<file path="src/rtl/decoder_pkg.sv">
// Shared widths and types for the 4-to-16 one-hot decoder.
package decoder_pkg;

  localparam int DEC_IN_W  = 4;
  localparam int DEC_OUT_W = 2 ** DEC_IN_W;

  typedef logic [DEC_IN_W-1:0]  dec_sel_t;
  typedef logic [DEC_OUT_W-1:0] dec_onehot_t;

endpackage : decoder_pkg

</file>
<file path="src/rtl/decoder_core.sv">
// Pure combinational enable + select to one-hot decode; no clock, no state.
module decoder_core
  import decoder_pkg::*;
(
  input  dec_sel_t    sel,
  input  logic        enable,
  output dec_onehot_t onehot
);

  // A shift by an X/Z amount yields all-X in simulation, so a bad select
  // is never masked as a plausible one-hot code.
  // NOTE: onehot gets a default before the branch so no path can infer a latch.
  always_comb begin
    onehot = '0;
    if (enable) begin
      onehot = dec_onehot_t'(1) << sel;
    end
  end

endmodule : decoder_core

</file>
<file path="src/rtl/decoder.sv">
// One-hot decoder top with an optional one-cycle registered copy of the output.
// Define DECODER_REG_OUT_EN to build the registered path; otherwise it is tied to 0.
module decoder
  import decoder_pkg::*;
#(
  parameter  int IN_W  = DEC_IN_W,
  localparam int OUT_W = 2 ** IN_W
) (
  input  logic             clk,
  input  logic             rst_n,
  input  logic [IN_W-1:0]  binary_in,
  input  logic             enable,
  output logic [OUT_W-1:0] decoder_out,
  output logic [OUT_W-1:0] decoder_out_q,
  output logic             out_valid
);

  dec_onehot_t core_onehot;

  decoder_core u_core (
    .sel    (dec_sel_t'(binary_in)),
    .enable (enable),
    .onehot (core_onehot)
  );

  assign decoder_out = OUT_W'(core_onehot);

`ifdef DECODER_REG_OUT_EN
  // decoder_out is already zero whenever enable is low, so the registered
  // copy is zero in every cycle where out_valid is low.
  // NOTE: non-blocking assignments keep both flops sampling the same edge values.
  always_ff @(posedge clk or negedge rst_n) begin
    if (!rst_n) begin
      decoder_out_q <= '0;
      out_valid     <= 1'b0;
    end else begin
      decoder_out_q <= decoder_out;
      out_valid     <= enable;
    end
  end
`else
  assign decoder_out_q = '0;
  assign out_valid     = 1'b0;
`endif

endmodule : decoder

</file>
<file path="config.mk">
export PLATFORM = sky130hd
export DESIGN_NAME = decoder
export DESIGN_NICKNAME = d
export VERILOG_FILES = /design/src/rtl/decoder_pkg.sv /design/src/rtl/decoder_core.sv /design/src/rtl/decoder.sv
export SDC_FILE = /design/constraint.sdc
export NUM_CORES = 1
export LEC_CHECK = 0
export CAP_MARGIN = 20
export CORE_AREA = 4 4 41 43
export DETAILED_ROUTE_END_ITERATION = 7
export DIE_AREA = 0 0 45 47
export GPL_TIMING_DRIVEN = 0
export PLACE_DENSITY = 0.72
export SLEW_MARGIN = 20
export SYNTH_ARGS = -nofsm -noshare
export SYNTH_HDL_FRONTEND = slang
export SYNTH_SLANG_ARGS = --single-unit
</file>
<file path="constraint.sdc">
create_clock -name vclk -period 1.5
set_input_delay 0.15 -clock vclk [all_inputs]
set_output_delay 0.15 -clock vclk [all_outputs]
set_load 0.02 [all_outputs]
</file>
## Word-level counts from Yosys, hierarchy flattened

Cells that the tools add are included.

| word-level totals | value |
|---|---|
| output and inout port bits | 33 |
| word-level logic and storage cells | 2 |
| flip-flop bits (word level) | 0 |

| cells by class | value |
|---|---|
| shift operators | 1 |
| multiplexer cells | 1 |

Operators with widths:

| kind | count |
|---|---|
| $mux W16 | 1 |
| $shl A1 B4 Y16 const A | 1 |

## Depth between registers and ports, before layout

Gate-level depths: netlist (run 1).

| depth | value |
|---|---|
| depth after elaboration | 2 |
| mapped depth | 2 |
| gate-level depth less buffers | 2 |

## Modules after synthesis

Synthesis (run 1) repeated with hierarchy kept, for this count alone.

| second synthesis, totals | value |
|---|---|
| cell total of the unflattened synthesis | 41 |
| area total of the unflattened synthesis | 251.5 um^2 |

By module, submodules not included:

| module | cells each | area an instance (um^2) | instances |
|---|---|---|---|
| decoder | 18 | 131.4 | 1 |
| decoder_core | 23 | 120.1 | 1 |

## Least setup slack after synthesis (run 1)

Ideal clock, no wire load.

| timing | value |
|---|---|
| path kind | input port to output port |
| start | input binary_in[2] |
| end | output decoder_out[1] |
| setup slack | 0.504 ns |
| stages | 2 |
| data arrival time | 0.846 ns |
| data required time | 1.350 ns |
| path buffers | 0 |
| cell sequence | or3b_4 > nor2_1 |

| between the ends | value |
|---|---|
| cells in the longest elaborated chain, start to end | 2 |

RTL lines:

| what | RTL line | text |
|---|---|---|
| from (decl) | decoder.sv:11 | `input logic [IN_W-1:0] binary_in,` |
| $shl A1 B4 Y16 | decoder_core.sv:16 | `onehot = dec_onehot_t'(1) << sel;` |
| $mux W16 | decoder_core.sv:15 | `if (enable) begin` |
| to (decl) | decoder.sv:13 | `output logic [OUT_W-1:0] decoder_out,` |

Every way passes these cells.

## Final worst setup path (run 1)

| timing | value |
|---|---|
| start | input enable |
| end | output decoder_out[0] |

| between the ends | value |
|---|---|
| cells in the longest elaborated chain, start to end | 1 |

RTL lines:

| what | RTL line | text |
|---|---|---|
| from (decl) | decoder.sv:12 | `input logic enable,` |
| $mux W16 | decoder_core.sv:15 |  |

Every way passes these cells.

==> metrics.md, run 1 <==
| Metric | Value |
|---|---|
| Status | finished, final reports clean |
| Worst min-delay path category | in -> out |
| Share of layout cells above drive strength 1 | 0.494 |
| Post-synthesis adder-cell area fraction | 0 |
| Pin count of the biggest net entering global routing | 8 |
| Register Area | 0 um2 |
| Xor and xnor area share after synthesis | 0 |
| First-pass GRT wire length | 1160 um |
| Mapped cell area | 249 um2 |
| Comb pwr share | 1.000 |
| Sw frac | 0.589 |
| # hold bufs at CTS | 0 |
| Final Non-Filler Cells | 94 |
| Row count | 13 |
| Core ar. | 0.00130 mm2 |
| Area of the multi-input gates | 196 um2 |
| Worst setup EP type | output pin |
| Synth top cells by count | 17 x buf_4, 12 x nor2_1, 3 x nor3_1 |
| Largest family of logic cells by synthesized area | buffers and inverters |
| Min Tclk post-route | 1.29 ns |
| Post-placement setup slack | -0.487 ns |
| Io pins | 40 |
| Final WS setup | 0.211 ns |
| Synth Area in Simple Gates | 0.472 |
| Initial antenna violation count | 0 |
| Gr usage total | 0.0708 |
| Period utilization | 0.859 |
| Vias in the first global route | 245 |
| Req. time, crit path | 1.35 ns |
| DR vias/cell | 3.44 |
| # port buffers | 21 |
| Top post-synthesis cells by area | buf_4 51%, nor2_1 18%, nor3_1 6.0% |
| Worst vdd ir | 0.0967 mV |
| Syn_area_per_cell | 6.07 um2 |
| Clock buffers | 0 |
| Routed WL per cell | 9.03 um |
| Crit path launch type | input pin |
| P&R area growth vs syn | 111% |
| Post-synth top area share | 0.513 |
| Die height | 47 um |
| Internal | 54.3 uW |
| Post-synth top area cell | buf_4 |
| Synth cell types | 10 |
| Die ar. | 0.00212 mm2 |
| Fin Hold WS | 0.771 ns |
| Placed cell area | 538 um2 |
| Dpl hpwl | 715 um |
| GRT overflow | 0 |
| Fin. max-slew vios | 0 |
| GPL Wtd Cong | 0.781 |
| Sequential fraction of the synthesis area | 0 |
| Yosys Warn Count | 0 |
| CP max FO | 4 |
| Detail Route Antenna Nets | 0 |
| DRT iter0 DRCs | 2 |
| Max Cap Viol | 0 |
| WL final | 849 um |
| # diodes | 0 |
| Post-route cell area | 524 um2 |
| RSZ-0062 raised after global routing | false |
| Vias post-DR | 323 |
| Placed Cells | 93 |
| Die span in x | 45 um |
| DRC Markers | 0 |
| Final nets | 88 |
| Pwr per Cell Area | 252 mW/mm2 |
| Net Sw Power | 77.8 uW |
| Starting density of the core | 0.191 |
| Compound-Gate Fraction of Synth Area | 0 |
| Fmax | 776 MHz |
| Top-count cell post-synth | buf_4 |
| Filler Cell Count | 158 |
| Clock power share | 0 |
| Kind of critical path | in -> out |
| Multiplexer share of the synthesized area | 0 |
| Reg power frac | 0 |
| WP data arrival | 1.14 ns |
| Final setup viols | 0 |
| Mapped Cells | 41 |
| Final Hold Fails | 0 |
| DRT Pass-1 Iters | 4 |
| Seq_cells | 0 |
| Leak pwr | 0.326 nW |
-- path summary, 6_finish.rpt --
path                     start  depth (start not counted)        endpoint
setup / recovery        enable                          4  decoder_out[0]
hold / removal    binary_in[1]                          3  decoder_out[4]
-- worst max-delay path: stages --
cell	delay (ns)
dlygate4sd2_1	0.26
or3b_4	0.43
nor3_2	0.13
buf_4	0.16
-- through the flow --
stage / total power [mW] / utilization / setup TNS (ns)
CTS: 0.129 / 0.412 / 0
global route: 0.143 / 0.403 / 0
global placement: 0.131 / 0.413 / -5.13
floorplan: 0.0958 / - / 0
detailed placement: 0.133 / 0.413 / -5.48
finish: 0.132 / 0.403 / 0
-- power by group through the flow --
stage	sequential, mW	clock (mW)	combinational, mW
floorplan	0	0	0.0958
global placement	0	0	0.131
detailed placement	0	0	0.133
CTS	0	0	0.129
global route	0	0	0.143
finish	0	0	0.132
-- repair_timing --
action                     4_1_cts  5_1_grt
pin swaps                        0        4
setup endpoints to repair       16       16
buffers inserted                 0        1
gates resized for setup         55       17
-- cell families (layout without fill, tap and decap cells) --
logic type    count (synthesis)  in the layout
other cells                   1             17
simple gates                 23             23
buf+inv                      17             39
-- placed cells by master, fill, tap and decap left out, drive strengths merged --
master         instances
clkbuf                 3
nand3                  1
nor3                   4
nor2                  12
nand3b                 2
nand2b                 2
dlygate4sd2            1
or3b                   1
nand2                  1
dlymetal6s2s           4
buf                   27
clkdlybuf4s15          4
conb                  17
-- layout make-up --
cell class                 count  area share
buffer                        17       0.243
tap                           15      0.0358
multi-input combinational     40       0.375
timing repair buffer          22       0.346
-- per-layer routing --
metal  track usage  vias up  part of all wire
li1              -      173                 -
met1        0.0944      125              0.39
met2         0.116       25              0.44
met3        0.0268        0              0.17
met4             0        0                 0
met5             0        -                 0
Note: power is estimated with default switching activity, not from simulation.
==> run 2, diff against run 1 <==
==> constraint.sdc (replaced) <==
create_clock -name vclk -period 1.58
set_input_delay 0.158 -clock vclk [all_inputs]
set_output_delay 0.158 -clock vclk [all_outputs]
set_load 0.02 [all_outputs]
==> metrics.md, run 2 (synthesis gave the netlist of run 1 again) <==
| Metric | Value |
|---|---|
| WL final | 820 um |
| Crit path launch type | input pin |
| Overall power | 122 uW |
| First-pass GRT wire length | 1160 um |
| Kind of critical path | in -> out |
| WP data arrival | 1.35 ns |
| Vias in the first global route | 245 |
| Worst vdd ir | 0.0901 mV |
| Post-placement setup slack | -0.423 ns |
| Detail Route Antenna Nets | 0 |
| Fin. max-slew vios | 0 |
| Die ar. | 0.00212 mm2 |
| Final Non-Filler Cells | 93 |
| Req. time, crit path | 1.42 ns |
| RSZ-0062 raised after global routing | false |
| Final setup viols | 0 |
| Filler Cell Count | 159 |
| Worst min-delay path category | in -> out |
| Vias post-DR | 313 |
| Max Cap Viol | 0 |
| DRT iter0 DRCs | 0 |
| Min Tclk post-route | 1.51 ns |
| GRT overflow | 0 |
| GPL Wtd Cong | 0.781 |
| Family with the most delay on the worst path | buffers and inverters |
| Placed cell area | 538 um2 |
| Clock buffers | 0 |
| Pwr per Cell Area | 246 mW/mm2 |
| DRT Pass-1 Iters | 1 |
| Post-route cell area | 494 um2 |
| Placed Cells | 93 |
| CP max FO | 4 |
| Final WS setup | 0.0726 ns |
| Fin Hold WS | 0.761 ns |
| Period utilization | 0.954 |
| Row count | 13 |
| Core ar. | 0.00130 mm2 |
| Fmax | 663 MHz |
| Gr usage total | 0.0708 |
| Final Hold Fails | 0 |
| Io pins | 40 |
| Commonest non-fill, non-tap cell in the layout | buf_4 |
| Routed WL per cell | 8.82 um |
| Leak pwr | 0.317 nW |
| Commonest non-fill, non-tap cells in the layout | 18 x buf_4, 17 x conb_1, 12 x nor2_1 |
| DR vias/cell | 3.37 |
| CP max stage delay | 0.45 ns |
| Worst path cell trace | clkdlybuf4s50_1 -> or3b_4 -> nor3_2 -> buf_4 |
| # diodes | 0 |
| Seq_cells | 0 |
| Die height | 47 um |
| Share of layout cells above drive strength 1 | 0.372 |
| Status | finished, final reports clean |
| P&R area growth vs syn | 98.5% |
| Initial antenna violation count | 0 |
| Pin count of the biggest net entering global routing | 8 |
| Dpl hpwl | 715 um |
| Worst setup EP type | output pin |
| CP max-delay cell | clkdlybuf4s50_1 |
| DRC Markers | 0 |
| Register Area | 0 um2 |
| Starting density of the core | 0.191 |
| # port buffers | 21 |
| Die span in x | 45 um |
| Worst path buffer plus inverter count | 2 |
| Final nets | 87 |
| # hold bufs at CTS | 0 |
==> run 2: changes by cell type in the layout (fill, tap and decap cells not counted), moves of 2 or more <==
cell | previous run | this run
dlygate4sd2_1 | 1 | 3
clkbuf_2 | 3 | 6
clkdlybuf4s50_1 | 0 | 2
buf_2 | 5 | 3
buf_4 | 22 | 18
clkdlybuf4s15_2 | 4 | 0
nor3_1 | 1 | 3
nor3_2 | 3 | 1
clkdlybuf4s15_1 | 0 | 3
==> run 2: through the flow <==
step	utilization	TNS, ns
after floorplan	-	0
after global placement	0.413	-4.11
after detailed placement	0.413	-4.45
after CTS	0.387	0
after global routing	0.380	0
final	0.380	0
==> run 2: cell type report <==
cell class                 instances  area (um2)  area share
timing repair buffer              21         166       0.337
multi-input combinational         40         181       0.367
buffer                            17         128       0.258
tap                               15        18.8      0.0380
==> run 2: where the power goes <==
part / leakage, nW / switching [mW] / internal [mW]
logic: 0.317 / 0.0716 / 0.0502
registers: 0 / 0 / 0
clock network: 0 / 0 / 0
==> run 2: path summary, 6_finish.rpt <==
path / to / cells past startpoint / from
min: decoder_out[0] / 3 / binary_in[0]
max: decoder_out[0] / 4 / binary_in[2]
==> run 2: what timing repair did <==
item | CTS | global route
gates cloned | 0 | 0
setup buffers | 0 | 0
setup endpoints to repair | 16 | 16
resized for setup | 28 | 22
==> run 2: per-layer routing <==
layer,vias up,track usage,part of all wire
li1,170,-,-
met1,118,0.0944,0.41
met2,25,0.116,0.42
met3,0,0.0268,0.18
met4,0,0,0
met5,-,0,0
==> run 3, diff against run 2 <==
--- a/config.mk
+++ b/config.mk
@@ -10,7 +10,8 @@
 export DETAILED_ROUTE_END_ITERATION = 7
 export DIE_AREA = 0 0 45 47
 export GPL_TIMING_DRIVEN = 0
-export PLACE_DENSITY = 0.72
+export MAX_ROUTING_LAYER = met4
+export PLACE_DENSITY = 0.75
 export SLEW_MARGIN = 20
 export SYNTH_ARGS = -nofsm -noshare
 export SYNTH_HDL_FRONTEND = slang
==> constraint.sdc (replaced) <==
create_clock -name vclk -period 1.2
set_input_delay 0.12 -clock vclk [all_inputs]
set_output_delay 0.12 -clock vclk [all_outputs]
set_load 0.02 [all_outputs]
==> metrics.md, run 3 (synthesis gave the netlist of run 1 again) <==
| Metric | Value |
|---|---|
| Status | finished, final reports clean |
| # hold bufs at CTS | 0 |
| Fin Hold WS | 0.613 ns |
| Leak pwr | 0.280 nW |
| Placed Cells | 93 |
| P&R area growth vs syn | 108% |
| Pin count of the biggest net entering global routing | 8 |
| Final setup viols | 0 |
| Min Tclk post-route | 1.11 ns |
| Worst min-delay path category | in -> out |
| Detail Route Antenna Nets | 0 |
| Post-route cell area | 518 um2 |
| # port buffers | 21 |
| Hold Crit Depth | 3 |
| Kind of critical path | in -> out |
| Final Non-Filler Cells | 93 |
| Dpl hpwl | 728 um |
| Starting density of the core | 0.191 |
| DRC Markers | 0 |
| Period utilization | 0.921 |
| Final core utilization | 0.398 |
| Hold path start | binary_in[1] |
| WL final | 838 um |
| Gr usage total | 0.0707 |
| Worst vdd ir | 0.117 mV |
| CP max stage delay | 0.30 ns |
| Net Sw Power | 96.1 uW |
| GPL Wtd Cong | 0.646 |
| DR vias/cell | 3.45 |
| Max Cap Viol | 0 |
| Die ar. | 0.00212 mm2 |
| Vias post-DR | 321 |
| Initial antenna violation count | 0 |
| # diodes | 0 |
| Clock buffers | 0 |
| Commonest non-fill, non-tap cells in the layout | 19 x buf_4, 17 x conb_1, 12 x nor2_1 |
| Core ar. | 0.00130 mm2 |
| GR Layer Usage met1 | 0.0854 |
| DRT Pass-1 Iters | 4 |
| Placed cell area | 538 um2 |
| First-pass GRT wire length | 1080 um |
| # Post-CTS Setup Buffers | 0 |
| Die height | 47 um |
| Io pins | 40 |
| GRT overflow | 0 |
| Req. time, crit path | 1.08 ns |
| GRT busiest layer | met2 |
| Grt met3 use | 0.00766 |
| WP data arrival | 0.99 ns |
| Pwr per Cell Area | 310 mW/mm2 |
| Family with the most delay on the worst path | buffers and inverters |
| Worst setup EP type | output pin |
| Vias in the first global route | 259 |
| Crit path launch type | input pin |
| Final Hold Fails | 0 |
| Register Area | 0 um2 |
| Share of layout cells above drive strength 1 | 0.526 |
| Final WS setup | 0.0945 ns |
| Filler Cell Count | 148 |
| Routed WL per cell | 9.01 um |
| Internal | 64.8 uW |
| RSZ-0062 raised after global routing | false |
| Reg power frac | 0 |
| Worst path buffer plus inverter count | 2 |
| Worst hold endpoint | decoder_out[0] |
| Fin. max-slew vios | 0 |
| Sw frac | 0.597 |
| Seq_cells | 0 |
| Worst path cell trace | clkdlybuf4s15_1 -> nand2_1 -> nor2_1 -> clkdlybuf4s15_2 |
| Met2 Usage GRT | 0.133 |
| Commonest non-fill, non-tap cell in the layout | buf_4 |
| DRT iter0 DRCs | 3 |
| Levels on crit path | 4 |
| CP max FO | 7 |
| Comb pwr share | 1.000 |
| Fmax | 905 MHz |
| Post-placement setup slack | -0.716 ns |
| Die span in x | 45 um |
| Final nets | 87 |
| Row count | 13 |
| CP max-delay cell | clkdlybuf4s15_1 |
| Clock power share | 0 |
==> run 3: changes by cell type in the layout (fill, tap and decap cells not counted), sizes merged <==
cell | before | now
dlygate4sd2 | 3 | 0
buf | 21 | 23
clkbuf | 6 | 4
clkdlybuf4s50 | 2 | 0
dlymetal6s2s | 3 | 0
clkdlybuf4s15 | 3 | 11
==> run 3: power by group through the flow <==
stage          clock network [mW]  registers [mW]  logic (mW)
2_1_floorplan                   0               0       0.120
3_3_place_gp                    0               0       0.164
3_5_place_dp                    0               0       0.166
4_1_cts                         0               0       0.161
5_1_grt                         0               0       0.174
6_report                        0               0       0.161
==> run 3: worst max-delay path by stage <==
stage,startpoint,endpoint,slack (ns)
floorplan,binary_in[2],decoder_out[1],0.26
global placement,enable,decoder_out[0],-0.70
detailed placement,enable,decoder_out[0],-0.72
CTS,binary_in[2],decoder_out[0],-0.004
global route,binary_in[0],decoder_out[6],0.03
finish,binary_in[0],decoder_out[11],0.09
==> run 3: stage by stage <==
stage / total power, mW / setup TNS (ns)
finish: 0.161 / 0
global route: 0.174 / 0
CTS: 0.161 / -0.00352
detailed placement: 0.166 / -9.31
global placement: 0.164 / -8.92
floorplan: 0.120 / 0
==> run 3: final cells by class <==
class                           count  area, um2  share of cell area
Buffer                             17        128               0.246
Timing Repair Buffer               21        178               0.343
Multi-Input combinational cell     40        194               0.374
Tap cell                           15       18.8              0.0362
==> run 3: metal layers <==
metal / part of all wire / routed length, um / up-vias
met4: 0 / 0 / 0
met3: 0.15 / 126 / 0
met5: 0 / 0 / -
met1: 0.41 / 342 / 122
li1: - / - / 173
met2: 0.44 / 369 / 26
==> run 3: repair_timing <==
item | in CTS | in global routing
cloned | 0 | 0
setup endpoints to repair | 16 | 12
pin swaps | 2 | 2
gates resized for setup | 67 | 8
